[config.mk]
export PLATFORM = sky130hd
export DESIGN_NAME = ieee_conv_arbiter
export DESIGN_NICKNAME = d
export VERILOG_FILES = /design/src/rtl/ieee_conv_arbiter.sv
export SDC_FILE = /design/constraint.sdc
export NUM_CORES = 1
export LEC_CHECK = 0
export ABC_CLOCK_PERIOD_IN_PS = 2850
export CORE_UTILIZATION = 44
export DETAILED_ROUTE_END_ITERATION = 12
export HOLD_SLACK_MARGIN = 0.05
export PLACE_DENSITY = 0.78
export SLEW_MARGIN = 5
export SYNTH_ARGS = -nofsm -noshare
export SYNTH_HDL_FRONTEND = slang
export SYNTH_SLANG_ARGS = --single-unit
[constraint.sdc]
create_clock -name clk -period 2.85 [get_ports clk]
set_input_delay 0.57 -clock clk [delete_from_list [all_inputs] [get_ports clk]]
set_output_delay 0.57 -clock clk [all_outputs]
set_load 0.005 [all_outputs]
[src/rtl/ieee_conv_arbiter.sv]
// Round-robin arbiter sharing one fixed-point to IEEE-754 converter among NUM_REQ requesters.
// Latency: result valid 2 cycles after the request handshake (1 for zero operands with IEEE_ARB_ZERO_BYPASS_EN).
// Backpressure: the result is held until out_ready; no new request is accepted until it drains.

module ieee_converter_with_frac #(
    parameter int int_len = 16,
    parameter int fra_len = 16
) (
    input  logic [int_len-1:0] int_part,
    input  logic [fra_len-1:0] frac_part,
    input  logic               sign,
    output logic [31:0]        ieee_out
);
    localparam int W = int_len + fra_len;

    logic [W-1:0]  value;
    logic [W+22:0] norm;
    logic          lead;
    logic [22:0]   mant;
    logic [W-2:0]  low_unused;
    logic [7:0]    expo;
    int            msb;

    always_comb begin
        value = {int_part, frac_part};
        msb   = 0;
        for (int i = 0; i < W; i++) begin
            if (value[i]) msb = i;
        end
        // Leading one lands on the top bit; the 23 bits below it are the truncated mantissa.
        norm = {value, 23'b0} << (W - 1 - msb);
        {lead, mant, low_unused} = norm;
        expo     = 8'(msb + 127 - fra_len);
        ieee_out = lead ? {sign, expo, mant} : 32'h0000_0000;
    end
endmodule

module ieee_conv_arbiter #(
    parameter int NUM_REQ = 4,
    parameter int INT_LEN = 16,
    parameter int FRA_LEN = 16,
    parameter int ID_W    = $clog2(NUM_REQ)
) (
    input  logic                       clk,
    input  logic                       rst_n,
    input  logic [NUM_REQ-1:0]         req_valid,
    output logic [NUM_REQ-1:0]         req_ready,
    input  logic [NUM_REQ*INT_LEN-1:0] req_int,
    input  logic [NUM_REQ*FRA_LEN-1:0] req_frac,
    input  logic [NUM_REQ-1:0]         req_sign,
    output logic                       out_valid,
    input  logic                       out_ready,
    output logic [31:0]                out_data,
    output logic [ID_W-1:0]            out_id,
    output logic [15:0]                conv_count
);
    typedef enum logic [1:0] {IDLE, CONV, HOLD} state_t;

    state_t              state_q, state_d;
    logic [ID_W-1:0]     rr_ptr_q, rr_ptr_d;
    logic [INT_LEN-1:0]  op_int_q, op_int_d;
    logic [FRA_LEN-1:0]  op_frac_q, op_frac_d;
    logic                op_sign_q, op_sign_d;
    logic [ID_W-1:0]     op_id_q, op_id_d;
    logic                out_valid_q, out_valid_d;
    logic [31:0]         out_data_q, out_data_d;
    logic [ID_W-1:0]     out_id_q, out_id_d;
    logic [15:0]         conv_count_q, conv_count_d;

    logic                win_found;
    logic [ID_W-1:0]     win_idx;
    logic [ID_W-1:0]     cand;
    logic [ID_W-1:0]     win_next;
    logic [INT_LEN-1:0]  win_int;
    logic [FRA_LEN-1:0]  win_frac;
    logic                win_sign;
    logic [31:0]         conv_out;

    ieee_converter_with_frac #(
        .int_len (INT_LEN),
        .fra_len (FRA_LEN)
    ) u_conv (
        .int_part  (op_int_q),
        .frac_part (op_frac_q),
        .sign      (op_sign_q),
        .ieee_out  (conv_out)
    );

    // Search starts at rr_ptr and wraps, so the last winner becomes lowest priority.
    always_comb begin
        win_found = 1'b0;
        win_idx   = '0;
        cand      = '0;
        for (int k = 0; k < NUM_REQ; k++) begin
            cand = ID_W'((int'(rr_ptr_q) + k) % NUM_REQ);
            if (!win_found && req_valid[cand]) begin
                win_found = 1'b1;
                win_idx   = cand;
            end
        end
        win_next = (win_idx == ID_W'(NUM_REQ - 1)) ? '0 : win_idx + 1'b1;
    end

    always_comb begin
        win_int  = '0;
        win_frac = '0;
        win_sign = 1'b0;
        for (int i = 0; i < NUM_REQ; i++) begin
            if (ID_W'(i) == win_idx) begin
                win_int  = req_int[i*INT_LEN +: INT_LEN];
                win_frac = req_frac[i*FRA_LEN +: FRA_LEN];
                win_sign = req_sign[i];
            end
        end
    end

    always_comb begin
        state_d      = state_q;
        rr_ptr_d     = rr_ptr_q;
        op_int_d     = op_int_q;
        op_frac_d    = op_frac_q;
        op_sign_d    = op_sign_q;
        op_id_d      = op_id_q;
        out_valid_d  = out_valid_q;
        out_data_d   = out_data_q;
        out_id_d     = out_id_q;
        conv_count_d = conv_count_q;
        req_ready    = '0;
        case (state_q)
            IDLE: begin
                if (win_found && rst_n) begin
                    req_ready[win_idx] = 1'b1;
                    op_int_d  = win_int;
                    op_frac_d = win_frac;
                    op_sign_d = win_sign;
                    op_id_d   = win_idx;
                    rr_ptr_d  = win_next;
                    state_d   = CONV;
`ifdef IEEE_ARB_ZERO_BYPASS_EN
                    if (~|{win_int, win_frac}) begin
                        out_data_d  = 32'h0000_0000;
                        out_id_d    = win_idx;
                        out_valid_d = 1'b1;
                        state_d     = HOLD;
                    end
`endif
                end
            end
            CONV: begin
                out_data_d  = conv_out;
                out_id_d    = op_id_q;
                out_valid_d = 1'b1;
                state_d     = HOLD;
            end
            HOLD: begin
                if (out_ready) begin
                    out_valid_d  = 1'b0;
                    conv_count_d = conv_count_q + 16'd1;
                    state_d      = IDLE;
                end
            end
            default: state_d = IDLE;
        endcase
    end

    always_ff @(posedge clk or negedge rst_n) begin
        if (!rst_n) begin
            state_q      <= IDLE;
            rr_ptr_q     <= '0;
            op_int_q     <= '0;
            op_frac_q    <= '0;
            op_sign_q    <= 1'b0;
            op_id_q      <= '0;
            out_valid_q  <= 1'b0;
            out_data_q   <= '0;
            out_id_q     <= '0;
            conv_count_q <= '0;
        end else begin
            state_q      <= state_d;
            rr_ptr_q     <= rr_ptr_d;
            op_int_q     <= op_int_d;
            op_frac_q    <= op_frac_d;
            op_sign_q    <= op_sign_d;
            op_id_q      <= op_id_d;
            out_valid_q  <= out_valid_d;
            out_data_q   <= out_data_d;
            out_id_q     <= out_id_d;
            conv_count_q <= conv_count_d;
        end
    end

    assign out_valid  = out_valid_q;
    assign out_data   = out_data_q;
    assign out_id     = out_id_q;
    assign conv_count = conv_count_q;
endmodule

# Word level (Yosys, flattened, before mapping)
# Index checks and enable logic that the tools add are counted.
[word_totals]
register_bits = 90
latch_bits = 0
mem_bits_rw = 0
mem_bits_ro = 0
inputBits = 139
wordCells = 118
mem_count = 0
[op_classes]
addsub = 8
n_mul = 0
n_div = 0
magnitude_cmp = 6
eq_ne = 8
n_shift = 1
n_mux = 70
bitwise_logic = 0
n_reduce_logical = 15
[ops]
columns = ["operator", "n"]
rows = [
  ["16-bit 2-to-1 mux", 8],
  ["5-bit 2-to-1 mux", 16],
  ["55-bit by 32-bit left shift with 55-bit output", 1],
  ["4-bit 2-to-1 mux", 10],
  ["32-bit 2-to-1 mux", 1],
  ["2-bit 2-to-1 mux", 9],
  ["16-bit by 1-bit adder with 16-bit output, second input constant", 1],
  ["2-bit by 3-bit less-than comparator with 1-bit output, second input constant", 5],
  ["1-bit 2-to-1 mux", 15],
  ["3-bit 2-to-1 mux", 4],
  ["5-bit by 7-bit adder with 8-bit output, second input constant", 1],
  ["1-bit binary-select mux with 2-bit select", 4],
  ["2-bit AND reduction", 4],
  ["8-bit by 6-bit subtractor with 8-bit output, second input constant", 1],
  ["2-bit one-hot mux with 3 select lines", 1],
  ["5-bit by 5-bit subtractor with 6-bit output, first input constant", 1],
  ["1-bit logical AND", 5],
  ["2-bit by 1-bit adder with 2-bit output, second input constant", 2],
  ["2-bit adder, second input constant", 2],
  ["2-bit == test, first input constant", 2],
  ["2-bit == test, second input constant", 2],
  ["2-bit zero test", 2],
  ["2-bit != test, second input constant", 2],
  ["1-bit zero test", 3],
  ["6 further kinds", 6],
]

# Longest topological paths before layout
[depth]
depth_word = 34
depth_mapped = 14
depth_no_buf = 13

# Cells and area by module
# From an unflattened synthesis, not the netlist that was laid out.
[unflattened]
cells_unflattened = 789
hier_area_um2 = 6942.9
[modules_own_cells]
columns = ["mod", "instances", "cells_each", "area_per_inst_um2"]
rows = [
  ["ieee_conv_arbiter", 1, 440, 4548.1],
  ["ieee_converter_with_frac", 1, 349, 2394.8],
]

# Least setup slack after synthesis
# OpenSTA, ideal clock, no wires.
[synth_path]
kind = "register to register"
from = "reg op_int_q[13]"
to = "reg out_data_q[13], in the netlist out_data[13]"
arrival_ns = 2.896
required_time_ns = 2.713
setup_slack_ns = -0.184
stages_incl_launch_ff = 12
n_path_buf = 3
cell_sequence = "dfrtp_1 buf_6 or3_4 or4_4 o211ai_2 buf_6 buf_12 mux2_2 a22oi_1 nor2_1 a2111oi_0 nor3_1"
[synth_via]
elab_chain_len = 6
[synth_lines]
columns = ["item", "line", "text"]
rows = [
  ["from (decl)", "61", "logic [INT_LEN-1:0] op_int_q, op_int_d;"],
  ["from (signal assigned)", "181", "op_int_q <= op_int_d;"],
  ["5-bit 2-to-1 mux (3 in series)", "28", "if (value[i]) msb = i;"],
  ["5-bit by 5-bit subtractor with 6-bit output", "31", "norm = {value, 23'b0} << (W - 1 - msb);"],
  ["55-bit by 32-bit left shift with 55-bit output (*)", "31", ""],
  ["32-bit 2-to-1 mux (*)", "34", "ieee_out = lead ? {sign, expo, mant} : 32'h0000_0000;"],
  ["to (signal assigned)", "186", "out_data_q <= out_data_d;"],
  ["to (decl)", "66", "logic [31:0] out_data_q, out_data_d;"],
]
# Mark *: on every way between the ends. The rest lies on a longest branch, timed or not.
# A chain may end at the register's enable or synchronous reset.

# Worst setup path after layout
[layout_path]
from = "reg op_int_q[5]"
to = "reg out_data_q[4], in the netlist out_data[4]"
[layout_via]
elab_chain_len = 14
[layout_lines]
columns = ["item", "line"]
rows = [
  ["5-bit 2-to-1 mux (11 in series)", "28"],
  ["5-bit by 5-bit subtractor with 6-bit output", "31"],
  ["55-bit by 32-bit left shift with 55-bit output (*)", "31"],
  ["32-bit 2-to-1 mux (*)", "34"],
]
# Marks and branches as above.

==> results.json <==
{
  "status": "complete, but fails checks",
  "violations": "setup timing",
  "chipHeight_um": 126,
  "synthCells": 886,
  "root_buffer": "clkbuf_16",
  "cts_buffers": 9,
  "worst_setup_path_start_kind": "flop",
  "syn_nets": 1031,
  "setup_viol": 29,
  "power_frac_seq": 0.173,
  "grt_pass1_vias": 7154,
  "insertedDiodeCount": 0,
  "clock_latency_ns": 0.36,
  "synth-seq-cells": 90,
  "start_util": 0.449,
  "hpwl_mm": 17.7,
  "gr-total-overflow": 0,
  "worst_pin_slew_ns": 0.844,
  "drc_errors": 0,
  "drt_iter0_markers": 603,
  "p_leak_nw": 4.53,
  "finalCritPeriodShare": 1.06,
  "fillerInstances": 1203,
  "dieArea_mm2": 0.0160,
  "antenna_found_initial": 0,
  "startpoint": "op_int_q[5]",
  "slowest_delay_ns": 0.53,
  "hold_violations": 0,
  "r2r-end": "out_data[4]",
  "synth_edf_count": 0,
  "synth_area_mm2": 0.00680,
  "rsz0062_at_grt": "yes",
  "min_period_ns": 3.03,
  "r2r-start": "op_int_q[5]",
  "grt_first_pass_wirelength_mm": 37.0,
  "fmax_mhz": 330,
  "ys.flop_type": "dfrtp_1",
  "grt_usage": 0.295,
  "vias": 7698,
  "die_w_um": 126,
  "reg2reg_depth": 10,
  "coreArea_mm2": 0.0151,
  "clockBufferDepth": 2,
  "pwr-share-comb": 0.732,
  "crit_family": "simple AND/OR/NAND/NOR gates",
  "drt-total-wl_mm": 23.9,
  "clock_sinks": 90,
  "worst_slack_ns": -0.179,
  "boundaryPins": 194,
  "yosysUniqueCellTypes": 65,
  "place_congestion": 0.929,
  "critPathMaxFanout": 7,
  "hold_class": "primary input to asynchronous set/reset pin",
  "power_switching_mw": 5.67,
  "cts.clk_slew.worst_paths_ns": 0.08,
  "viasPerCell": 5.62,
  "layout-drive-gt1-share": 0.234,
  "power_frac_clock": 0.094,
  "cp_data_arrival_time_ns": 3.28,
  "regToRegSetupSlack_ns": -0.18,
  "wire_per_inst_um": 17.5,
  "cts_tree": "yes",
  "rows": 45,
  "swShare": 0.443,
  "ir_drop_mv": 0.485,
  "maxCapViolCount": 0,
  "critical_path.cell_chain": "or3_1 > or4_4 > o211ai_4 > buf_12 > buf_12 > mux2i_4 > mux2_4 > nor2_1 > or3_1 > a32o_1",
  "maxSlewViolCount": 0,
  "p_int_mw": 7.13,
  "ys_seq_area_frac": 0.331,
  "cts-hold-fix-buffers": 0,
  "cts.htree.levels": 3,
  "synth_top_area_frac": 0.331,
  "path_buf_inv": 2,
  "finClkSkew_ns": 0.0145,
  "ys_warn_count": 0,
  "grt_max_degree": 74,
  "fin_area_mm2": 0.0108,
  "final_common_cell": "clkdlybuf4s50_1",
  "synthArstFlopShare": 1.00,
  "syn_avg_cell_area_um2": 7.68,
  "yosys.area.top_type": "dfrtp_1",
  "cpMaxStageDelayCell": "or4_4",
  "cp-end-kind": "flop",
  "maxSlewHeadroom": 0.438,
  "required_ns": 3.10,
  "final_core_util": 0.712,
  "drtPass1Iterations": 5,
  "dpl_cell_area_mm2": 0.00982,
  "ys_top_cells_by_area": "dfrtp_1 33%, a21oi_1 11%, mux2i_1 9.4%",
  "port-buffer-count": 193,
  "power_density_mw_per_mm2": 1190,
  "final_nets": 1321,
  "critPathKind": "flop to flop",
  "ant_nets": 0,
  "areaGrowthSynthToFinish_pct": 58.4,
  "final_cell_mix": "185 x clkdlybuf4s50_1, 163 x nor2_1, 144 x a21oi_1"
}
[power by group through the flow]
stage | Sequential (mW) | Clock, mW | Combinational, mW
4_1_cts | 2.20 | 1.23 | 8.36
3_3_place_gp | 2.19 | 0 | 7.56
6_report | 2.22 | 1.21 | 9.38
3_5_place_dp | 2.22 | 0 | 7.68
2_1_floorplan | 2.19 | 0 | 4.39
5_1_grt | 2.29 | 1.28 | 10.1
[worst max-delay path by stage]
stage	endpoint	slack, ns	cells past startpoint
floorplan	out_data[13]	-0.04	10
global placement	op_frac_q[1]	-0.21	16
detailed placement	op_frac_q[1]	-0.25	16
CTS	out_data[17]	-0.14	11
global route	out_data[21]	-0.28	13
finish	out_data[4]	-0.18	10
[routing by layer]
| metal | global-route usage | vias to the layer above | wire length, um |
|---|---|---|---|
| met5 | 0 | - | 0 |
| li1 | - | 3746 | - |
| met1 | 0.378 | 3602 | 10100 |
| met4 | 0.0879 | 0 | 719 |
| met2 | 0.506 | 306 | 11800 |
| met3 | 0.0536 | 44 | 1330 |
[per-stage QoR]
stage | total power, mW | std cells | worst slack [ns] | hold slack, ns | setup TNS (ns)
floorplan | 6.57 | 886 | -0.0450 | 0.274 | -0.0450
global placement | 9.76 | 1333 | -0.212 | 0.460 | -6.82
detailed placement | 9.90 | 1333 | -0.251 | 0.465 | -9.23
CTS | 11.8 | 1361 | -0.139 | 0.371 | -1.91
global route | 13.6 | 1369 | -0.281 | 0.383 | -6.05
finish | 12.8 | 1369 | -0.179 | 0.347 | -3.26
[synthesized netlist by cell type (all sizes together), types with 3 or more instances]
| library cell | n |
|---|---|
| o31ai | 3 |
| a211oi | 4 |
| o21ai | 42 |
| a21o | 3 |
| nor2 | 166 |
| a21oi | 151 |
| a221oi | 5 |
| dfrtp | 90 |
| nand3 | 12 |
| buf | 22 |
| mux2i | 64 |
| mux2 | 12 |
| nor2b | 6 |
| inv | 13 |
| a22oi | 7 |
| nand2 | 98 |
| a31oi | 6 |
| nand4 | 5 |
| a221o | 3 |
| o211ai | 9 |
| ha | 6 |
| o311ai | 3 |
| a32o | 4 |
| mux4 | 5 |
| xor2 | 4 |
| clkbuf | 52 |
| a2111oi | 3 |
| a32oi | 3 |
| and3 | 4 |
| or3 | 5 |
| and2 | 6 |
| or4 | 6 |
| o22ai | 4 |
| xnor2 | 13 |
| a22o | 5 |
| nor4 | 9 |
| nor3 | 9 |
| nand2b | 7 |
[layout make-up]
class,instances,area [um2],area share
multi-input cells,710,4670,0.433
repair buffers,352,3280,0.304
flip-flops and latches,90,2250,0.209
well taps,188,235,0.0218
clock buffers,9,225,0.0209
clock inverters,7,68.8,0.00639
inverters,13,48.8,0.00453
[worst register-to-register path, stage by stage (launching register included)]
cell and delay [ns]:
dfrtp_1 0.38, or3_1 0.37, or4_4 0.53, o211ai_4 0.27, buf_12 0.17, buf_12 0.13, mux2i_4 0.25, mux2_4 0.21
nor2_1 0.04, or3_1 0.34, a32o_1 0.25
[logic make-up after synthesis]
kind of cell             after synthesis  synth area share
buffers and inverters                 87            0.0565
flip-flops                            90             0.331
XOR/XNOR                              17            0.0219
AND/OR/NAND/NOR                      335             0.211
AO/OA/AOI/OAI                        270             0.237
multiplexers                          81             0.131
adder cells (fa/ha/maj)                6            0.0110
[flip-flops by register name (all words and copies together) (netlist names)]
| signal | flops |
|---|---|
| conv_count | 16 |
| op_frac_q | 16 |
| op_id_q | 2 |
| op_int_q | 16 |
| op_sign_q | 1 |
| out_data | 32 |
| out_id | 2 |
| out_valid | 1 |
| rr_ptr_q | 2 |
| state_q | 2 |
[what timing repair did]
action	in CTS	in global routing
pin swaps	23	26
cloned	0	1
gates resized for setup	61	67
buffers inserted	14	7
hold endpoints to repair	0	0
setup endpoints to repair	34	35
Power figures use the tool's default switching activity.
